**src/rtl/key_pkg.sv**
```systemverilog
// Shared types and default parameter values for the key press filter.
package key_pkg;

    typedef enum logic [1:0] {
        S_IDLE   = 2'd0,
        S_DELAY  = 2'd1,
        S_REPEAT = 2'd2
    } key_rpt_state_t;

    localparam int KEY_DEBOUNCE_DFLT  = 4;
    localparam int KEY_RPT_DELAY_DFLT = 50;
    localparam int KEY_RPT_PERIOD_DFLT = 10;

endpackage

```
**src/rtl/key_debounce.sv**
```systemverilog
// Debouncer: held follows key_sync only after DEBOUNCE_CYCLES consecutive differing samples.
// rise/fall are registered one-cycle pulses aligned with the cycle held changes.
module key_debounce
    import key_pkg::*;
#(
    parameter int DEBOUNCE_CYCLES = KEY_DEBOUNCE_DFLT
) (
    input  logic clk,
    input  logic reset,
    input  logic key_sync,
    output logic held,
    output logic rise,
    output logic fall
);

    localparam logic [7:0] DB_LAST = 8'(DEBOUNCE_CYCLES - 1);

    logic [7:0] stab_cnt;
    logic       flip;

    // The run completes on the sample that would bring the count to DEBOUNCE_CYCLES.
    assign flip = (key_sync != held) && (stab_cnt == DB_LAST);

    always_ff @(posedge clk) begin
        if (reset) begin
            stab_cnt <= '0;
            held     <= 1'b0;
            rise     <= 1'b0;
            fall     <= 1'b0;
        end else begin
            // NOTE: non-blocking so rise/fall see the pre-edge held, like real flops.
            rise <= flip && !held;
            fall <= flip && held;
            if ((key_sync == held) || flip) begin
                stab_cnt <= '0;
            end else begin
                stab_cnt <= stab_cnt + 8'd1;
            end
            if (flip) begin
                held <= !held;
            end
        end
    end

endmodule

```
**src/rtl/key_press_filter.sv**
```systemverilog
// Key press filter: debounced level, press/release pulses, optional auto-repeat.
// Auto-repeat FSM is built only when KEY_AUTOREPEAT_EN is defined.
module key_press_filter
    import key_pkg::*;
#(
    parameter int DEBOUNCE_CYCLES = KEY_DEBOUNCE_DFLT,
    parameter int REPEAT_DELAY    = KEY_RPT_DELAY_DFLT,
    parameter int REPEAT_PERIOD   = KEY_RPT_PERIOD_DFLT
) (
    input  logic clk,
    input  logic reset,
    input  logic key_sync,
    output logic press,
    output logic held,
    output logic release_pulse
);

    if ((DEBOUNCE_CYCLES < 1) || (DEBOUNCE_CYCLES > 255) ||
        (REPEAT_DELAY < 1) || (REPEAT_DELAY > 65535) ||
        (REPEAT_PERIOD < 1) || (REPEAT_PERIOD > 65535)) begin : g_bad_param
        $error("key_press_filter: parameter out of range");
    end

    logic rise;
    logic fall;

    key_debounce #(
        .DEBOUNCE_CYCLES(DEBOUNCE_CYCLES)
    ) u_debounce (
        .clk     (clk),
        .reset   (reset),
        .key_sync(key_sync),
        .held    (held),
        .rise    (rise),
        .fall    (fall)
    );

    assign release_pulse = fall;

`ifdef KEY_AUTOREPEAT_EN
    localparam logic [15:0] DELAY_LAST  = 16'(REPEAT_DELAY - 1);
    localparam logic [15:0] PERIOD_LAST = 16'(REPEAT_PERIOD - 1);

    key_rpt_state_t state;
    key_rpt_state_t state_nxt;
    logic [15:0]    rpt_cnt;
    logic           fire;

    // rpt_cnt counts cycles elapsed minus one, so a match fires in the target cycle itself.
    always_comb begin
        // NOTE: defaults first so every path assigns every output; no latches.
        state_nxt = state;
        fire      = 1'b0;
        case (state)
            S_IDLE: begin
                if (rise) state_nxt = S_DELAY;
            end
            S_DELAY: begin
                if (fall) begin
                    state_nxt = S_IDLE;
                end else if (rpt_cnt == DELAY_LAST) begin
                    fire      = 1'b1;
                    state_nxt = S_REPEAT;
                end
            end
            S_REPEAT: begin
                if (fall) begin
                    state_nxt = S_IDLE;
                end else if (rpt_cnt == PERIOD_LAST) begin
                    fire = 1'b1;
                end
            end
            default: state_nxt = S_IDLE;
        endcase
    end

    always_ff @(posedge clk) begin
        if (reset) begin
            state   <= S_IDLE;
            rpt_cnt <= '0;
        end else begin
            state <= state_nxt;
            if ((state_nxt != state) || fire) begin
                rpt_cnt <= '0;
            end else if ((state != S_IDLE) && (rpt_cnt != 16'hFFFF)) begin
                rpt_cnt <= rpt_cnt + 16'd1;
            end
        end
    end

    // A falling held already blocks fire, so press and release never coincide.
    assign press = rise | fire;
`else
    assign press = rise;
`endif

endmodule

```
**config.mk**
```make
export PLATFORM = sky130hd
export DESIGN_NAME = key_press_filter
export DESIGN_NICKNAME = d
export VERILOG_FILES = /design/src/rtl/key_pkg.sv /design/src/rtl/key_debounce.sv /design/src/rtl/key_press_filter.sv
export SDC_FILE = /design/constraint.sdc
export NUM_CORES = 1
export LEC_CHECK = 0
export BUFFER_PORTS_ARGS = -buffer_cell sky130_fd_sc_hd__buf_2
export CAP_MARGIN = 20
export CORE_AREA = 2 2 39 41
export CTS_CLUSTER_DIAMETER = 80
export DETAILED_ROUTE_END_ITERATION = 10
export DIE_AREA = 0 0 41 43
export PLACE_DENSITY = 0.53
export SETUP_SLACK_MARGIN = 0.4
export SLEW_MARGIN = 20
export SYNTH_ARGS = -nofsm -noshare
export SYNTH_HDL_FRONTEND = slang
export SYNTH_SLANG_ARGS = --single-unit
```
**constraint.sdc**
```tcl
create_clock -name clk -period 2.25 [get_ports clk]
set_clock_uncertainty 0.05 [all_clocks]
set_input_delay 0.1125 -clock clk [delete_from_list [all_inputs] [get_ports clk]]
set_output_delay 0.1125 -clock clk [all_outputs]
set_load 0.02 [all_outputs]
```
# ---- Word level (Yosys, flattened, before mapping)
# Index checks and enable logic that the tools add are counted.
dict set report op_classes {
  n_eq_ne 3
  reduce_logical 6
  addsub 1
}
# cell n
set ops {}
lappend ops {{adder 8 x 1 -> 8 bit (second input constant)} 1}
lappend ops {{equality test 8 x 2 -> 1 bit (second input constant)} 1}
lappend ops {{logical AND 1 bit} 3}
lappend ops {{OR reduction 2 bit} 1}
lappend ops {{equality test 1 bit} 1}
lappend ops {{zero test 1 bit} 1}
lappend ops {{logical OR 1 bit} 1}
lappend ops {{inequality test 1 bit} 1}
dict set report word_totals {
  output_inout_bits 3
  ff_bits 11
  in_bits 3
}

# ---- Depth between registers and ports, before layout
# Gate-level depths: netlist of the first run.
dict set report logic_depth {
  word_depth 4
  ltp_mapped 4
  ltp_nobuf 4
}

# ---- Least setup slack after synthesis of the first run
# OpenSTA, ideal clock, no wires.
dict set report synth_path {
  path_type {register to register}
  start {reg u_debounce.stab_cnt[0]}
  end {reg u_debounce.stab_cnt[6]}
  required_time_ns 2.134
  setup_slack_ns 0.899
  t_arrival_ns 1.235
  path_stages_with_launch 5
  synth_period_minus_slack_ns 1.351
  n_path_buf 0
  cell_sequence {dfxtp_1 > ha_1 > nand3_2 > or3_1 > a21oi_2}
}
dict set report synth_via {
  elab_chain_len 4
}
# item line
set synth_lines {}
lappend synth_lines {{start, declared} key_debounce.sv:18} ;# logic [7:0] stab_cnt;
lappend synth_lines {{start signal, assigned} key_debounce.sv:37} ;# stab_cnt <= stab_cnt + 8'd1;
lappend synth_lines {{parallel branches: the longest is 4 deep, another holds adder 8 x 1 -> 8 bit} --}
# Several ways; the timed one is not identified.
# A chain may end at the register's enable or synchronous reset.

# ---- Final worst setup path of the first run
# Same ends and word-level chain as after synthesis.

==> summary.md, run 1 <==
| Metric | Value |
|---|---|
| Num CTS Buffers | 3 |
| Fraction of registers with async set/reset | 0 |
| Synth Cell Area | 492 um^2 |
| FILL cells | 135 |
| Crit path DAT | 1.59 ns |
| Post-CTS Hold Fix Bufs | 0 |
| Die Area | 0.00176 mm^2 |
| Crit. End Element | flop |
| Startpoint types | flop |
| Max-slew violations | 0 |
| Avg WL per Cell | 10.8 um |
| Final HPWL DP | 580 um |
| Fin util | 0.414 |
| Final hold vios | 0 |
| IO buf count | 5 |
| Top cells by area, synth | dfxtp_1 (45%), a21oi_2 (5.3%), nor4_4 (4.3%), a311o_4 (4.1%), nand3_1 (4.1%) |
| Min Tclk post-route | 1.44 ns |
| DRT antenna net count | 0 |
| Top cells by count, synth | dfxtp_1 (11), nand3_1 (4) |
| R2R depth | 4 |
| Post-CTS Setup Inserts | 0 |
| Fraction of layout cells with a size suffix above 1 | 0.328 |
| Syn nets | 52 |
| Worst-Margin Slew | 0.314 ns |
| Syn avg cell area | 10.2 um^2 |
| CTS tree | yes |
| Pre-Repair DR Iteration Count | 6 |
| Via density | 5.07 |
| Slew headroom | 0.789 |
| Vias in the first global route | 326 |
| Dpl cell area | 537 um^2 |
| Area Overhead vs Synth | 16.5% |
| Gr usage total | 0.121 |
| Root Buffer | clkbuf_4 |
| Peak fanout along the critical path | 6 |
| Area leader, netlist | dfxtp_1 |
| Placed insts | 69 |
| GP Congestion | 0.713 |
| VDD IR max | 246 uV |
| Max-cap violations | 0 |
| CP Launch Point | u_debounce.stab_cnt[0] |
| Setup Crit Path Kind | flop to flop |
| Synth top area share | 0.448 |
| RR Endpoint | u_debounce.stab_cnt[6] |
| Via count | 375 |
| Fin Setup TNS | 0 ns |
| Max H-tree Level | 1 |
| Starting density of the core | 0.355 |
| Top-level port count | 6 |
| Overall power | 0.345 mW |
| Outcome | complete, no violations |
| First-pass GRT wire length | 1.37 mm |
| Largest net degree at the start of global routing | 9 |
| R2R Path Start | u_debounce.stab_cnt[0] |
| Ant. Diodes | 0 |
| Setup crit end | u_debounce.stab_cnt[6] |
| PD cells | 602 mW/mm^2 |
| Site Rows | 14 |
| FMAX | 692 MHz |
| Synth cell types | 20 |
| Sequential fraction of the synthesis area | 0.448 |
| Worst-path clk slew | 0.07 ns |
| Final wirelength | 801 um |
| Final-stage net count | 63 |
| Post-synth top flop | dfxtp_1 |
| Post-route cell area | 573 um^2 |
| Longest Clk Path Bufs | 2 |
| Die W | 41 um |
| Period utilisation layout | 0.642 |
| Syn Inst Count | 48 |
| Setup-failing EPs final | 0 |
| Fin cells | 74 |
| Antenna violations before repair | 0 |
| Most common cell in the synthesized netlist | dfxtp_1 |
| Drt first-iter violations | 3 |
| Drc violations | 0 |
| CP required | 2.40 ns |
| Leakage power | 0.189 nW |
| Post-CTS Resized | 0 |
| R2R Setup Slk | 0.81 ns |
| Core Footprint | 0.00138 mm^2 |
| RSZ-0062 raised after global routing | false |
| Worst skew pair latency | 0.26 ns |
| Post-synth EDFFs | 0 |
| Die H | 43 um |
| Yosys warning count | 0 |
| Synth Register Bits | 11 |
| Clock Sinks | 11 |
| GRT Residual Overflow | 0 |
| Type of the worst min-delay path | input port to flop |
critical path, stage by stage (launching register included):
cell and delay, ns:
dfxtp_1 0.39, ha_1 0.32, nand3_2 0.12, or3_1 0.37, a21oi_2 0.13
layer usage:
layer / routed length, um / vias to the layer above / global-route usage
met4: 11 / 0 / 0.0800
met2: 333 / 6 / 0.150
met3: 26 / 2 / 0.0628
met5: 0 / - / 0
li1: - / 193 / -
met1: 430 / 174 / 0.158
logic make-up after synthesis:
kind of cell / share of synthesized area
compound gates: 0.153
xor+xnor: 0.0713
fa+ha+maj: 0.0254
buf+inv: 0.0153
flops: 0.448
simple gates: 0.288
how the worst min path moves through the flow:
stage,slack (ns),startpoint,endpoint,cells after the start
after floorplan,0.13,reset,u_debounce.held,1
after global placement,0.30,key_sync,u_debounce.fall,2
after detailed placement,0.29,reset,u_debounce.held,2
after CTS,0.008,reset,u_debounce.held,2
after global routing,0.01,key_sync,u_debounce.fall,2
final,0.03,key_sync,u_debounce.fall,2
through the flow:
| step | hold slack [ns] | worst slack [ns] |
|---|---|---|
| 2_1_floorplan | 0.132 | 0.899 |
| 3_3_place_gp | 0.298 | 0.854 |
| 3_5_place_dp | 0.292 | 0.814 |
| 4_1_cts | 0.00817 | 0.792 |
| 5_1_grt | 0.00971 | 0.694 |
| 6_report | 0.0304 | 0.805 |
where the power goes:
group	leakage [nW]	switching, mW	internal, mW
Sequential	0.0889	0.00250	0.197
Combinational	0.0847	0.00905	0.00754
Clock	0.0150	0.0605	0.0684
area by class of cell:
cell class                      count  area (um^2)  share of cell area
Inverter                            2         7.51              0.0131
Timing Repair Buffer                6         35.0              0.0611
Clock buffer                        4         26.3              0.0459
Tap cell                           16         20.0              0.0349
Multi-Input combinational cell     35          264               0.461
Sequential cell                    11          220               0.384
sequential cells by signal, summed over array words and instances (netlist names):
signal               count
u_debounce.stab_cnt      8
u_debounce.held          1
u_debounce.rise          1
u_debounce.fall          1
layout by cell type, fill, tap and decap left out, types with 2 or more instances in the layout:
| cell | instances |
|---|---|
| xnor2_1 | 2 |
| nand3_1 | 4 |
| o21ai_0 | 3 |
| dfxtp_1 | 11 |
| nor2_1 | 3 |
| xor2_1 | 2 |
| buf_2 | 5 |
| nor2_2 | 3 |
| clkbuf_4 | 3 |
| or3_1 | 3 |
| a21oi_2 | 3 |
| inv_1 | 2 |
| nand2_1 | 2 |
| nand4_1 | 2 |
Power figures use the tool's default switching activity.
==> inputs of run 2 (changes only) <==
- ABC_AREA: default -> 1
- PLACE_DENSITY: 0.53 -> 0.65
- clock period: 2.25 -> 1.3 ns (I/O delays scaled with it)
==> run 2 against run 1 <==
  * Sequential power rose by 72%
  * Largest power group unchanged
  * Sequential share of layout area fell by 8.6 points
  * Clock power rose by 84%
==> summary.md, run 2 <==
| Metric | Value |
|---|---|
| DRT antenna net count | 0 |
| Switching share of power | 0.247 |
| Post-synth top flop | dfxtp_1 |
| Synthesized-area fraction occupied by and/or/nand/nor cells | 0.466 |
| Final-stage net count | 106 |
| Psw | 0.156 mW |
| Setup Crit Path Kind | flop to flop |
| Final wirelength | 1.03 mm |
| Critical-path cell list | ha_4 > buf_4 > nand2_4 > nor2_4 > nand2_4 > nand2_8 > nor2_2 |
| Vias in the first global route | 454 |
| FILL cells | 140 |
| Worst skew pair latency | 0.27 ns |
| Syn Inst Count | 87 |
| Min Tclk post-route | 1.13 ns |
| Period utilisation layout | 0.868 |
| Synth Register Bits | 11 |
| Dpl ws | 0.168 ns |
| Post-Synth Adder-Cell Area | 0.0205 |
| Num CTS Buffers | 3 |
| Drc violations | 0 |
| Crit. End Element | flop |
| Area leader, netlist | dfxtp_1 |
| Max H-tree Level | 1 |
| Core Footprint | 0.00138 mm^2 |
| Ant. Diodes | 0 |
| Fin worst setup slack | 0.171 ns |
| Post-synth EDFFs | 0 |
| Area Overhead vs Synth | 26.7% |
| Startpoint types | flop |
| Antenna violations before repair | 0 |
| Die W | 41 um |
| Root Buffer | clkbuf_4 |
| Crit path DAT | 1.25 ns |
| Worst-Margin Slew | 0.164 ns |
| Clock Sinks | 11 |
| Final HPWL DP | 808 um |
| Multiplexer share of the synthesized area | 0 |
| Longest Clk Path Bufs | 2 |
| Int Pwr | 0.474 mW |
| Site Rows | 14 |
| Die Area | 0.00176 mm^2 |
| Max incr delay on CP | 0.36 ns |
| VDD IR max | 568 uV |
| Fraction of layout cells with a size suffix above 1 | 0.436 |
| FMAX | 886 MHz |
| Drt first-iter violations | 14 |
| Sequential fraction of the synthesis area | 0.361 |
| Via count | 514 |
| WHS | 0.0519 ns |
| Yosys warning count | 0 |
| Top cells by area, synth | dfxtp_1 (36%), nand2_1 (17%), nor2_2 (10%), inv_1 (6.2%), nand2_4 (3.7%) |
| Largest register by flop count | u_debounce.stab_cnt |
| Worst-path clk slew | 0.08 ns |
| Final hold vios | 0 |
| Die H | 43 um |
| Fin Setup TNS | 0 ns |
| Post-synthesis compound-gate area fraction | 0.0452 |
| Syn avg cell area | 7.00 um^2 |
| Commonest cells after routing, fill and taps aside | nand2_1 (27), inv_1 (10), nor2_2 (9) |
| PD cells | 816 mW/mm^2 |
| IO buf count | 5 |
| Synth Cell Area | 609 um^2 |
| Outcome | complete, no violations |
| GP Congestion | 0.796 |
| Largest register FFs | 8 |
| CP required | 1.42 ns |
| Max-slew violations | 0 |
| Gr usage total | 0.150 |
| Peak fanout along the critical path | 6 |
| Most common cell after layout, fill and taps aside | nand2_1 |
| Top cell by count, worst path | nand2_4 |
| Largest family of logic cells by synthesized area | simple AND/OR/NAND/NOR gates |
| Gate power share | 0.082 |
| Top-level port count | 6 |
| Avg WL per Cell | 8.79 um |
| Setup-failing EPs final | 0 |
| Leakage power | 0.341 nW |
| Fraction of registers with async set/reset | 0 |
| Post-Synth XOR/XNOR Area | 0.0144 |
| Type of the worst min-delay path | input port to flop |
| Most common cell in the synthesized netlist | nand2_1 |
| Top cells by count, synth | nand2_1 (28), dfxtp_1 (11), inv_1 (10), nor2_2 (10) |
| GRT Residual Overflow | 0 |
| Starting density of the core | 0.440 |
| Seq pwr share | 0.542 |
| CTS tree | yes |
| RSZ-0062 raised after global routing | true |
| Synth cell types | 16 |
| Largest net degree at the start of global routing | 8 |
| Max-cap violations | 0 |
| Pre-Repair DR Iteration Count | 4 |
| Slowest CP cell | dfxtp_2 |
| Synth top area share | 0.361 |
| Overall power | 0.630 mW |
| Syn nets | 91 |
| Slew headroom | 0.890 |
| First-pass GRT wire length | 1.77 mm |
| Clock power frac | 0.376 |
| Via density | 4.39 |
run 2: changes by cell type in the layout (fill, tap and decap cells not counted), sizes merged, moves of 3 or more:
| cell | previous run | this run |
|---|---|---|
| buf | 5 | 9 |
| inv | 2 | 15 |
| or3 | 3 | 0 |
| nor2 | 6 | 17 |
| nand2 | 2 | 32 |
run 2: routing by layer:
layer | up-vias | part of all wire | GRT usage
met5 | - | 0 | 0
met2 | 7 | 0.44 | 0.188
met1 | 216 | 0.51 | 0.212
li1 | 287 | - | -
met3 | 4 | 0.024 | 0.0314
met4 | 0 | 0.023 | 0.120
run 2: logic make-up (layout without fill, tap and decap cells):
family,count (synthesis),count (layout)
AND/OR/NAND/NOR,55,55
buffers and inverters,15,29
flip-flops,11,11
AO/OA/AOI/OAI,4,4
adder cells (fa/ha/maj),1,1
XOR/XNOR,1,1
run 2: worst max-delay path: cells and delay by family, from the launching register on:
family / cells / cell delay [ns]
adders and majority gates: 1 / 0.15
DFF: 1 / 0.36
and+or+nand+nor: 5 / 0.35
buffers and inverters: 1 / 0.12
run 2: power by group through the flow:
| stage | Combinational (mW) | Sequential, mW | Clock [mW] |
|---|---|---|---|
| 3_5_place_dp | 0.0398 | 0.354 | 0 |
| 4_1_cts | 0.0516 | 0.344 | 0.248 |
| 6_report | 0.0515 | 0.342 | 0.237 |
| 3_3_place_gp | 0.0394 | 0.354 | 0 |
| 2_1_floorplan | 0.0283 | 0.354 | 0 |
| 5_1_grt | 0.0574 | 0.342 | 0.266 |
run 2: final timing paths:
| kind | start | to | slack (ns) | cells after the start |
|---|---|---|---|---|
| setup / recovery | u_debounce.stab_cnt[1] | u_debounce.stab_cnt[4] | 0.17 | 7 |
| hold / removal | reset | u_debounce.held | 0.05 | 4 |
| setup reg to reg | u_debounce.stab_cnt[1] | u_debounce.stab_cnt[4] | 0.17 | 7 |
| hold reg to reg | u_debounce.stab_cnt[7] | u_debounce.stab_cnt[7] | 0.45 | 2 |
run 2: area by class of cell:
cell class	instances	area (um^2)	share of cell area
multi-input cells	61	367	0.475
flip-flops and latches	11	230	0.298
repair buffers	10	71.3	0.0924
inverters	15	56.3	0.0729
clock buffers	3	22.5	0.0292
well taps	16	20.0	0.0259
clock inverters	1	5.00	0.00648
run 2: per-stage QoR:
step / utilization / instance area, um^2 / std cells
finish: 0.558 / 772 / 117
global route: 0.558 / 772 / 117
CTS: 0.535 / 741 / 116
detailed placement: 0.484 / 669 / 108
global placement: 0.484 / 669 / 108
floorplan: - / 624 / 87
run 2: repair_timing:
item	4_1_cts	5_1_grt
hold buffers	1	0
gates cloned	0	0
hold endpoints to repair	1	0
endpoints found under the setup margin	12	12
gates resized for setup	2	8
pin swaps	2	4
buffers inserted	3	1
==> inputs of run 3 (changes only) <==
- CELL_PAD_IN_SITES_DETAIL_PLACEMENT: default -> 0
- CELL_PAD_IN_SITES_GLOBAL_PLACEMENT: default -> 1
- CORE_AREA: 2 2 39 41 -> default
- CORE_MARGIN: default -> 1.5
- CORE_UTILIZATION: default -> 35
- DIE_AREA: 0 0 41 43 -> default
- PLACE_DENSITY: 0.65 -> 0.68
==> run 3 against run 2 <==
  * Die area is 13% higher
  * Largest power group unchanged
  * Highest routed layer unchanged
  * Via count grew 1.6%
  * Global-route usage fell by 0.95 points
  * Critical path type unchanged
==> summary.md, run 3 (same netlist as run 2, synthesis figures left out) <==
| Metric | Value |
|---|---|
| RSZ-0062 raised after global routing | true |
| Final hold vios | 0 |
| Starting density of the core | 0.391 |
| Slew headroom | 0.885 |
| Area Overhead vs Synth | 24.0% |
| Clock power frac | 0.365 |
| Final-stage net count | 104 |
| Slowest CP cell | dfxtp_4 |
| Setup-failing EPs final | 0 |
| Top cell by count, worst path | nand2_1 |
| Switching share of power | 0.227 |
| Commonest cells after routing, fill and taps aside | nand2_1 (27), nor2_2 (10), inv_1 (9) |
| Crit path DAT | 1.22 ns |
| Fin Setup TNS | 0 ns |
| Type of the worst min-delay path | input port to flop |
| VDD IR max | 607 uV |
| Dpl ws | 0.170 ns |
| Core Footprint | 0.00156 mm^2 |
| Pre-Repair DR Iteration Count | 4 |
| Leakage power | 0.335 nW |
| Top-level port count | 6 |
| Worst Path Buf+Inv | 1 |
| Placed insts | 108 |
| Peak fanout along the critical path | 4 |
| Num CTS Buffers | 3 |
| Final wirelength | 1.08 mm |
| Die W | 44.7 um |
| Fraction of layout cells with a size suffix above 1 | 0.434 |
| Drc violations | 0 |
| Avg WL per Cell | 9.42 um |
| Ant. Diodes | 0 |
| Seq pwr share | 0.555 |
| CP required | 1.42 ns |
| Fin worst setup slack | 0.198 ns |
| Max-slew violations | 0 |
| CTS tree | yes |
| Drt first-iter violations | 6 |
| Gr usage total | 0.141 |
| Worst-Margin Slew | 0.172 ns |
| Final HPWL DP | 831 um |
| Vias in the first global route | 470 |
| Setup Crit Path Kind | flop to flop |
| Largest register FFs | 8 |
| Die Area | 0.00200 mm^2 |
| Fin cells | 115 |
| IO buf count | 5 |
| Max-cap violations | 0 |
| Critical-path cell list | ha_4 > inv_2 > nor2_2 > nand2_2 > nor2_4 > nand2_1 > nand2_1 > nand2_1 |
| Longest Clk Path Bufs | 2 |
| Largest register by flop count | u_debounce.stab_cnt |
| Gate power share | 0.080 |
| Via density | 4.54 |
| Clock Sinks | 11 |
| Antenna violations before repair | 0 |
| Worst-path clk slew | 0.07 ns |
| FMAX | 908 MHz |
| Max H-tree Level | 1 |
| FILL cells | 172 |
| Site Rows | 14 |
| Die H | 44.7 um |
| Worst skew pair latency | 0.26 ns |
| Largest net degree at the start of global routing | 7 |
| Root Buffer | clkbuf_4 |
| Psw | 0.140 mW |
| Outcome | complete, no violations |
| Crit. End Element | flop |
| GP Congestion | 0.759 |
| First-pass GRT wire length | 1.97 mm |
| WHS | 0.00988 ns |
| Int Pwr | 0.476 mW |
| Startpoint types | flop |
| Via count | 522 |
| PD cells | 816 mW/mm^2 |
| Min Tclk post-route | 1.10 ns |
| DRT antenna net count | 0 |
| Period utilisation layout | 0.847 |
| Most common cell after layout, fill and taps aside | nand2_1 |
| Cell family with most CP delay | simple AND/OR/NAND/NOR gates |
| GRT Residual Overflow | 0 |
| Max incr delay on CP | 0.36 ns |
## run 3: routing by layer
| layer | global-route usage | vias to the layer above | wire length (um) |
|---|---|---|---|
| li1 | - | 285 | - |
| met1 | 0.180 | 228 | 544 |
| met2 | 0.200 | 7 | 468 |
| met3 | 0.0600 | 2 | 51 |
| met4 | 0.0727 | 0 | 18 |
| met5 | 0 | - | 0 |
## run 3: stage by stage
step	total power, mW	util	area (um^2)
after global routing	0.659	0.485	756
after floorplan	0.382	-	624
after CTS	0.632	0.473	737
after detailed placement	0.394	0.429	669
final	0.617	0.485	756
after global placement	0.394	0.429	669
## run 3: area by class of cell
class | instances | area [um^2] | area share
Tap cell | 16 | 20.0 | 0.0265
Timing Repair Buffer | 8 | 53.8 | 0.0712
Inverter | 15 | 56.3 | 0.0745
Sequential cell | 11 | 229 | 0.303
Multi-Input combinational cell | 61 | 370 | 0.490
Clock buffer | 4 | 26.3 | 0.0348
## run 3: worst paths after layout
| check | cells past startpoint | startpoint | end | slack [ns] |
|---|---|---|---|---|
| setup reg to reg | 8 | u_debounce.stab_cnt[0] | u_debounce.held | 0.20 |
| hold reg to reg | 2 | u_debounce.stab_cnt[7] | u_debounce.stab_cnt[7] | 0.45 |
| hold / removal | 2 | reset | u_debounce.fall | 0.01 |
| setup / recovery | 8 | u_debounce.stab_cnt[0] | u_debounce.held | 0.20 |
## run 3: power groups by stage
stage / combinational [mW] / clock [mW] / sequential (mW)
floorplan: 0.0283 / 0 / 0.354
global placement: 0.0401 / 0 / 0.354
detailed placement: 0.0401 / 0 / 0.354
CTS: 0.0493 / 0.239 / 0.344
global route: 0.0556 / 0.261 / 0.343
finish: 0.0493 / 0.225 / 0.342
## run 3: what timing repair did
item,in CTS,in global routing
setup endpoints to repair,12,12
cloned,0,0
setup buffers,3,0
endpoints found under the hold margin,1,0
gates resized for setup,4,7
pin swaps,5,2
